## src/rtl/mux_sched_pkg.sv

```systemverilog
// Shared definitions for the two-requester load/count scheduler:
// FSM state encoding, default run-length width and requester indices.
package mux_sched_pkg;

    localparam int DEF_LEN_W = 4;

    localparam int REQ_A = 0;
    localparam int REQ_B = 1;

    typedef enum logic [1:0] {
        ST_IDLE = 2'd0,
        ST_LOAD = 2'd1,
        ST_RUN  = 2'd2,
        ST_DONE = 2'd3
    } sched_state_t;

endpackage

```

## src/rtl/mux_load_sched_if.sv

```systemverilog
// Requester/datapath bundle of the scheduler.
// master: requester side (drives req/len); slave: scheduler side.
interface mux_load_sched_if #(
    parameter int LEN_W = mux_sched_pkg::DEF_LEN_W
);
    logic             req_a;
    logic             req_b;
    logic [LEN_W-1:0] len_a;
    logic [LEN_W-1:0] len_b;
    logic             sel;
    logic             load;
    logic             enable;
    logic             gnt_a;
    logic             gnt_b;
    logic             done;
    logic             busy;

    modport master (
        output req_a, req_b, len_a, len_b,
        input  sel, load, enable, gnt_a, gnt_b, done, busy
    );

    modport slave (
        input  req_a, req_b, len_a, len_b,
        output sel, load, enable, gnt_a, gnt_b, done, busy
    );
endinterface

```

## src/rtl/rr_arb2.sv

```systemverilog
// Two-way round-robin arbiter. Holds the last-granted pointer (reset to B so
// A wins the first contention) and produces a one-hot winner combinationally.
module rr_arb2
    import mux_sched_pkg::*;
(
    input  logic       clk,
    input  logic       rst,
    input  logic [1:0] req,
    input  logic       update,
    output logic [1:0] winner
);
    logic last_r;

    // Pick the requester that was not served last when both are asking.
    always_comb begin
        winner = 2'b00;
        case (req)
            2'b01:   winner = 2'b01;
            2'b10:   winner = 2'b10;
            2'b11:   winner = (last_r == 1'(REQ_A)) ? 2'b10 : 2'b01;
            default: winner = 2'b00;
        endcase
    end

    // Last-granted pointer, advanced on every grant.
    always_ff @(posedge clk) begin
        if (!rst) begin
            last_r <= 1'(REQ_B);
        end else if (update) begin
            last_r <= winner[REQ_B];
        end else begin
            last_r <= last_r;
        end
    end
endmodule

```

## src/rtl/mux_load_sched.sv

```systemverilog
// Round-robin scheduler sharing the loadable counter datapath between two
// requesters: grant, one-cycle load, len cycles of enable, one-cycle done.
// Optional feature macro MUX_SCHED_B2B_EN: DONE may hand over straight to
// LOAD without an IDLE bubble.
module mux_load_sched
    import mux_sched_pkg::*;
#(
    parameter int LEN_W = DEF_LEN_W
) (
    input  logic            clk,
    input  logic            rst,
    mux_load_sched_if.slave bus
);
    localparam logic [LEN_W-1:0] CNT_ZERO = {LEN_W{1'b0}};
    localparam logic [LEN_W-1:0] CNT_ONE  = {{(LEN_W-1){1'b0}}, 1'b1};

    sched_state_t     state_r, state_s;
    logic             win_r, win_s;
    logic [LEN_W-1:0] cnt_r, cnt_s, arb_len_s;
    logic [1:0]       req_s, arb_win_s;
    logic             grant_s, own_req_s;
    logic             sel_r, load_r, enable_r, gnt_a_r, gnt_b_r, done_r, busy_r;

    assign req_s     = {bus.req_b, bus.req_a};
    assign own_req_s = win_r ? bus.req_b : bus.req_a;
    assign arb_len_s = arb_win_s[REQ_B] ? bus.len_b : bus.len_a;

    rr_arb2 u_arb (
        .clk    (clk),
        .rst    (rst),
        .req    (req_s),
        .update (grant_s),
        .winner (arb_win_s)
    );

    // Next-state, grant capture and run-counter update.
    always_comb begin
        state_s = state_r;
        win_s   = win_r;
        cnt_s   = cnt_r;
        grant_s = 1'b0;
        case (state_r)
            ST_IDLE: begin
                if (|req_s) begin
                    grant_s = 1'b1;
                    state_s = ST_LOAD;
                end else begin
                    state_s = ST_IDLE;
                end
            end
            ST_LOAD: begin
                if (!own_req_s) begin
                    state_s = ST_IDLE;
                end else if (cnt_r == CNT_ZERO) begin
                    state_s = ST_DONE;
                end else begin
                    state_s = ST_RUN;
                end
            end
            ST_RUN: begin
                if (!own_req_s) begin
                    state_s = ST_IDLE;
                end else begin
                    cnt_s   = cnt_r - CNT_ONE;
                    state_s = (cnt_r == CNT_ONE) ? ST_DONE : ST_RUN;
                end
            end
            ST_DONE: begin
`ifdef MUX_SCHED_B2B_EN
                if (|req_s) begin
                    grant_s = 1'b1;
                    state_s = ST_LOAD;
                end else begin
                    state_s = ST_IDLE;
                end
`else
                state_s = ST_IDLE;
`endif
            end
            default: state_s = ST_IDLE;
        endcase
        // A grant latches the winner and its run length.
        if (grant_s) begin
            win_s = arb_win_s[REQ_B];
            cnt_s = arb_len_s;
        end else begin
            win_s = win_r;
        end
    end

    // State, winner and run-counter registers.
    always_ff @(posedge clk) begin
        if (!rst) begin
            state_r <= ST_IDLE;
            win_r   <= 1'b0;
            cnt_r   <= CNT_ZERO;
        end else begin
            state_r <= state_s;
            win_r   <= win_s;
            cnt_r   <= cnt_s;
        end
    end

    // Output flops loaded from the next state so they track the FSM exactly.
    always_ff @(posedge clk) begin
        if (!rst) begin
            sel_r    <= 1'b0;
            load_r   <= 1'b0;
            enable_r <= 1'b0;
            gnt_a_r  <= 1'b0;
            gnt_b_r  <= 1'b0;
            done_r   <= 1'b0;
            busy_r   <= 1'b0;
        end else begin
            sel_r    <= grant_s ? win_s : sel_r;
            load_r   <= (state_s == ST_LOAD);
            enable_r <= (state_s == ST_RUN);
            done_r   <= (state_s == ST_DONE);
            busy_r   <= (state_s != ST_IDLE);
            gnt_a_r  <= (state_s != ST_IDLE) && !win_s;
            gnt_b_r  <= (state_s != ST_IDLE) && win_s;
        end
    end

    assign bus.sel    = sel_r;
    assign bus.load   = load_r;
    assign bus.enable = enable_r;
    assign bus.gnt_a  = gnt_a_r;
    assign bus.gnt_b  = gnt_b_r;
    assign bus.done   = done_r;
    assign bus.busy   = busy_r;
endmodule

```

## src/flat_wrapper.sv

```systemverilog
// flat-port wrapper written by rule: the top's interface ports become plain ports
module mux_load_sched_flat import mux_sched_pkg::*;
#(
    parameter int LEN_W = DEF_LEN_W
)
  (clk, rst, bus_req_a, bus_req_b, bus_len_a, bus_len_b, bus_sel, bus_load, bus_enable, bus_gnt_a, bus_gnt_b, bus_done, bus_busy);
  mux_load_sched_if #(.LEN_W(LEN_W)) bus_i ();
  input  logic clk;
  input  logic rst;
  input wire logic [$bits(bus_i.req_a)-1:0] bus_req_a;
  input wire logic [$bits(bus_i.req_b)-1:0] bus_req_b;
  input wire logic [$bits(bus_i.len_a)-1:0] bus_len_a;
  input wire logic [$bits(bus_i.len_b)-1:0] bus_len_b;
  output wire logic [$bits(bus_i.sel)-1:0] bus_sel;
  output wire logic [$bits(bus_i.load)-1:0] bus_load;
  output wire logic [$bits(bus_i.enable)-1:0] bus_enable;
  output wire logic [$bits(bus_i.gnt_a)-1:0] bus_gnt_a;
  output wire logic [$bits(bus_i.gnt_b)-1:0] bus_gnt_b;
  output wire logic [$bits(bus_i.done)-1:0] bus_done;
  output wire logic [$bits(bus_i.busy)-1:0] bus_busy;
  assign bus_i.req_a = bus_req_a;
  assign bus_i.req_b = bus_req_b;
  assign bus_i.len_a = bus_len_a;
  assign bus_i.len_b = bus_len_b;
  assign bus_sel = bus_i.sel;
  assign bus_load = bus_i.load;
  assign bus_enable = bus_i.enable;
  assign bus_gnt_a = bus_i.gnt_a;
  assign bus_gnt_b = bus_i.gnt_b;
  assign bus_done = bus_i.done;
  assign bus_busy = bus_i.busy;
  mux_load_sched #(.LEN_W(LEN_W)) u_core (.clk(clk), .rst(rst), .bus(bus_i));
endmodule
```

## config.mk

```make
export PLATFORM = sky130hd
export DESIGN_NAME = mux_load_sched_flat
export DESIGN_NICKNAME = d
export VERILOG_FILES = /design/src/rtl/mux_sched_pkg.sv /design/src/rtl/mux_load_sched_if.sv /design/src/rtl/rr_arb2.sv /design/src/rtl/mux_load_sched.sv /design/src/flat_wrapper.sv
export SDC_FILE = /design/constraint.sdc
export NUM_CORES = 1
export LEC_CHECK = 0
export ABC_AREA = 1
export CORE_MARGIN = 2
export CORE_UTILIZATION = 49
export CTS_BUF_LIST = sky130_fd_sc_hd__clkbuf_16
export CTS_CLUSTER_SIZE = 25
export DETAILED_ROUTE_END_ITERATION = 10
export GPL_TIMING_DRIVEN = 0
export PLACE_DENSITY = 0.8
export SLEW_MARGIN = 20
export SYNTH_ARGS = -nofsm -noshare
export SYNTH_HDL_FRONTEND = slang
export SYNTH_SLANG_ARGS = --single-unit
```

## constraint.sdc

```tcl
create_clock -name clk -period 1.85 [get_ports clk]
set_input_delay 0.37 -clock clk [delete_from_list [all_inputs] [get_ports clk]]
set_output_delay 0.37 -clock clk [all_outputs]
set_load 0.03 [all_outputs]
```

==> metrics.txt <==
Cells after Synth=about 100; syn_nets=116; largest net degree at the start of global routing=11; Worst setup EP type=primary output; Rel. slew slack=76.0%; main area contributors after synthesis=dfxtp_1 (41%), nand2_1 (11%), nor2_1 (8.2%); first-pass iteration count of the detailed router=4; Tcrit/Tclk final=86.7%; post-CTS setup buffers=0; Leak=0.465 nW; total negative slack=0 ns; clk_lat worst skew=~0.24 ns; CP arrival=roughly 1.2 ns; Worst Min Path Start=u_core.bus.sel$_SDFFE_PN0P_; Worst Hold End=u_core.bus.sel$_SDFFE_PN0P_; Clock Skews=roughly 0.0038 ns; drt drc=0; sequential share of the synthesized area=between 40% and 50%; final hold slack=0.460 ns; layout cells sized above 1=13.8%; cell taking the most area after synthesis=dfxtp_1; FF-to-FF End=u_core.cnt_r[1]$_SDFFE_PN0P_; Final GP Congestion=0.780; RR Startpoint=u_core.state_r[1]$_SDFF_PN0_; TritonCTS clock tree=built; clock buffer depth=2; Multi-input gate area=approximately 370 sq um; Sink Count=15; endpoints failing setup=0; async set-or-reset flop fraction in the synthesized netlist=0%; all-layer global routing usage=21.2%; average cell area after synthesis=7.22 sq um; most frequent cells in the layout=nand2_1 (22), clkdlybuf4s50_1 (18), nor2_1 (16); Yosys warning total=0; Max Freq=~620 MHz; CP Max Fanout=1; EDFF count, synth=0; CP delay by family, top=buffers and inverters; Die ar.=1810 sq um; worst-case reg-to-reg path depth=6; Area growth, synth to finish=38.3%; cts bufs inserted=3; Reg area=300 sq um; Yosys cell types=22; cts hold-fix bufs=0; Reg clk slew, reported paths=around 0.05 ns; worst path required time=between 1 and 1.5 ns; Clock H-tree levels=1; # diodes=0; crit path buf inv count=1; Top-Level Pins=19; max reg flops=4; first-pass GRT wire length=2860 um; DR vias/cell=4.99; biggest regs=u_core.cnt_r x4, u_core.state_r x2; vias in the first global route=667; final hold violation count=0; minimum clock period=between 1.5 and 2 ns; core area=1350 sq um; RSZ-0062 raised after global routing=false; Design Power=0.00110 W; Setup crit start kind=flip-flop; Seq cells post-synth=15; die span in x=42.6 um; DRT antenna net count=0; Final Net Count=139; most common cell after layout, fill and taps aside=nand2_1; PostCTS Resize Cnt=0; worst hold path class=flip-flop to flip-flop; Initial DRC Count=15; total gr overflow=0; worst vdd ir=0.712 mV; via count=slightly below 700; IO buf count=18; die height=42.6 um; Starting Density=54.0%; Max stage delay cell, worst path=clkdlybuf4s50_1; DPL Wire Length=1180 um; Hold Path Depth=2; Max stage delay on crit path=0.67 ns; Main synth FF type=dfxtp_1; number of max-cap violations=0; power per cell area=around 1100 nW/um^2; Worst Max-Slew Pin Slew=0.359 ns; initial antenna violation count=0; mapped cell area=729 sq um; post-DR wirelength/cell=11.3 um; Layout fillers=slightly above 100; clk root buf=clkbuf_16; CP Cell Sequence=clkdlybuf4s50_1; Biggest register=u_core.cnt_r; flop-to-flop setup slack=~0.6 ns; site row count=13; Yosys top cell area share=approximately two fifths; count of final max-slew check failures=0; critical path class=flip-flop to primary output; final WL=1550 um; outcome=finished clean
metrics by stage:
| step | utilization, % | instances | area (sq um) | setup WS [ns] |
|---|---|---|---|---|
| 5_1_grt | 74.7 | 138 | 1010 | 0.191 |
| 3_5_place_dp | 68.8 | 134 | 928 | 0.0842 |
| 6_report | 74.7 | 138 | 1010 | 0.246 |
| 4_1_cts | 74.7 | 138 | 1010 | 0.228 |
| 3_3_place_gp | 68.8 | 134 | 928 | 0.117 |
| 2_1_floorplan | - | 101 | 729 | 0.771 |
metal layers:
metal	track usage, %	vias to the layer above	wire length, um
li1	-	364	-
met1	23.8	309	646
met2	37.2	14	823
met3	6.90	2	70
met4	6.88	0	14
met5	0	-	0
logic make-up after synthesis:
| logic type | share of synthesized area, % |
|---|---|
| xor+xnor | 2.40 |
| compound gates | 11.8 |
| simple gates | 31.4 |
| flops | 41.2 |
| fa+ha+maj | 5.15 |
| buf+inv | 8.06 |
power breakdown:
group	internal [W]	total (W)	switching (W)
clock	0.000288	0.000414	0.000126
combinational	0.000120	0.000290	0.000171
sequential	0.000364	0.000391	0.0000271
total	0.000771	0.00110	0.000324
worst max-delay path by stage:
stage                                      from                      endpoint  slack [ns]  depth (start not counted)
finish              u_core.bus.gnt_b$_SDFF_PN0_                     bus_gnt_b        0.25                          1
global route                          bus_req_a  u_core.cnt_r[0]$_SDFFE_PN0P_        0.19                          5
CTS                  u_core.bus.done$_SDFF_PN0_                      bus_done        0.23                          1
detailed placement                    bus_req_a  u_core.cnt_r[0]$_SDFFE_PN0P_        0.08                          5
global placement                      bus_req_a  u_core.cnt_r[3]$_SDFFE_PN0P_        0.12                          5
floorplan                             bus_req_a  u_core.cnt_r[3]$_SDFFE_PN0P_        0.77                          4
cell usage after synthesis (2+ instances only):
cell type  count
a21oi_1        3
dfxtp_1       15
ha_1           3
inv_1         11
inv_2          3
nand2_1       22
nand2_2        3
nand3_1        5
nand4_1        3
nor2_1        16
nor2_2         2
o21ai_0        3
o21ai_1        3
final cells by class:
| type | count | share of cell area, % |
|---|---|---|
| Inverter | 15 | 5.83 |
| Tap cell | 15 | 1.86 |
| Sequential cell | 15 | 29.8 |
| Clock buffer | 3 | 7.44 |
| Clock inverter | 1 | 0.496 |
| Multi-Input combinational cell | 71 | 36.7 |
| Timing Repair Buffer | 18 | 17.9 |
(Power assumes the default switching activity.)
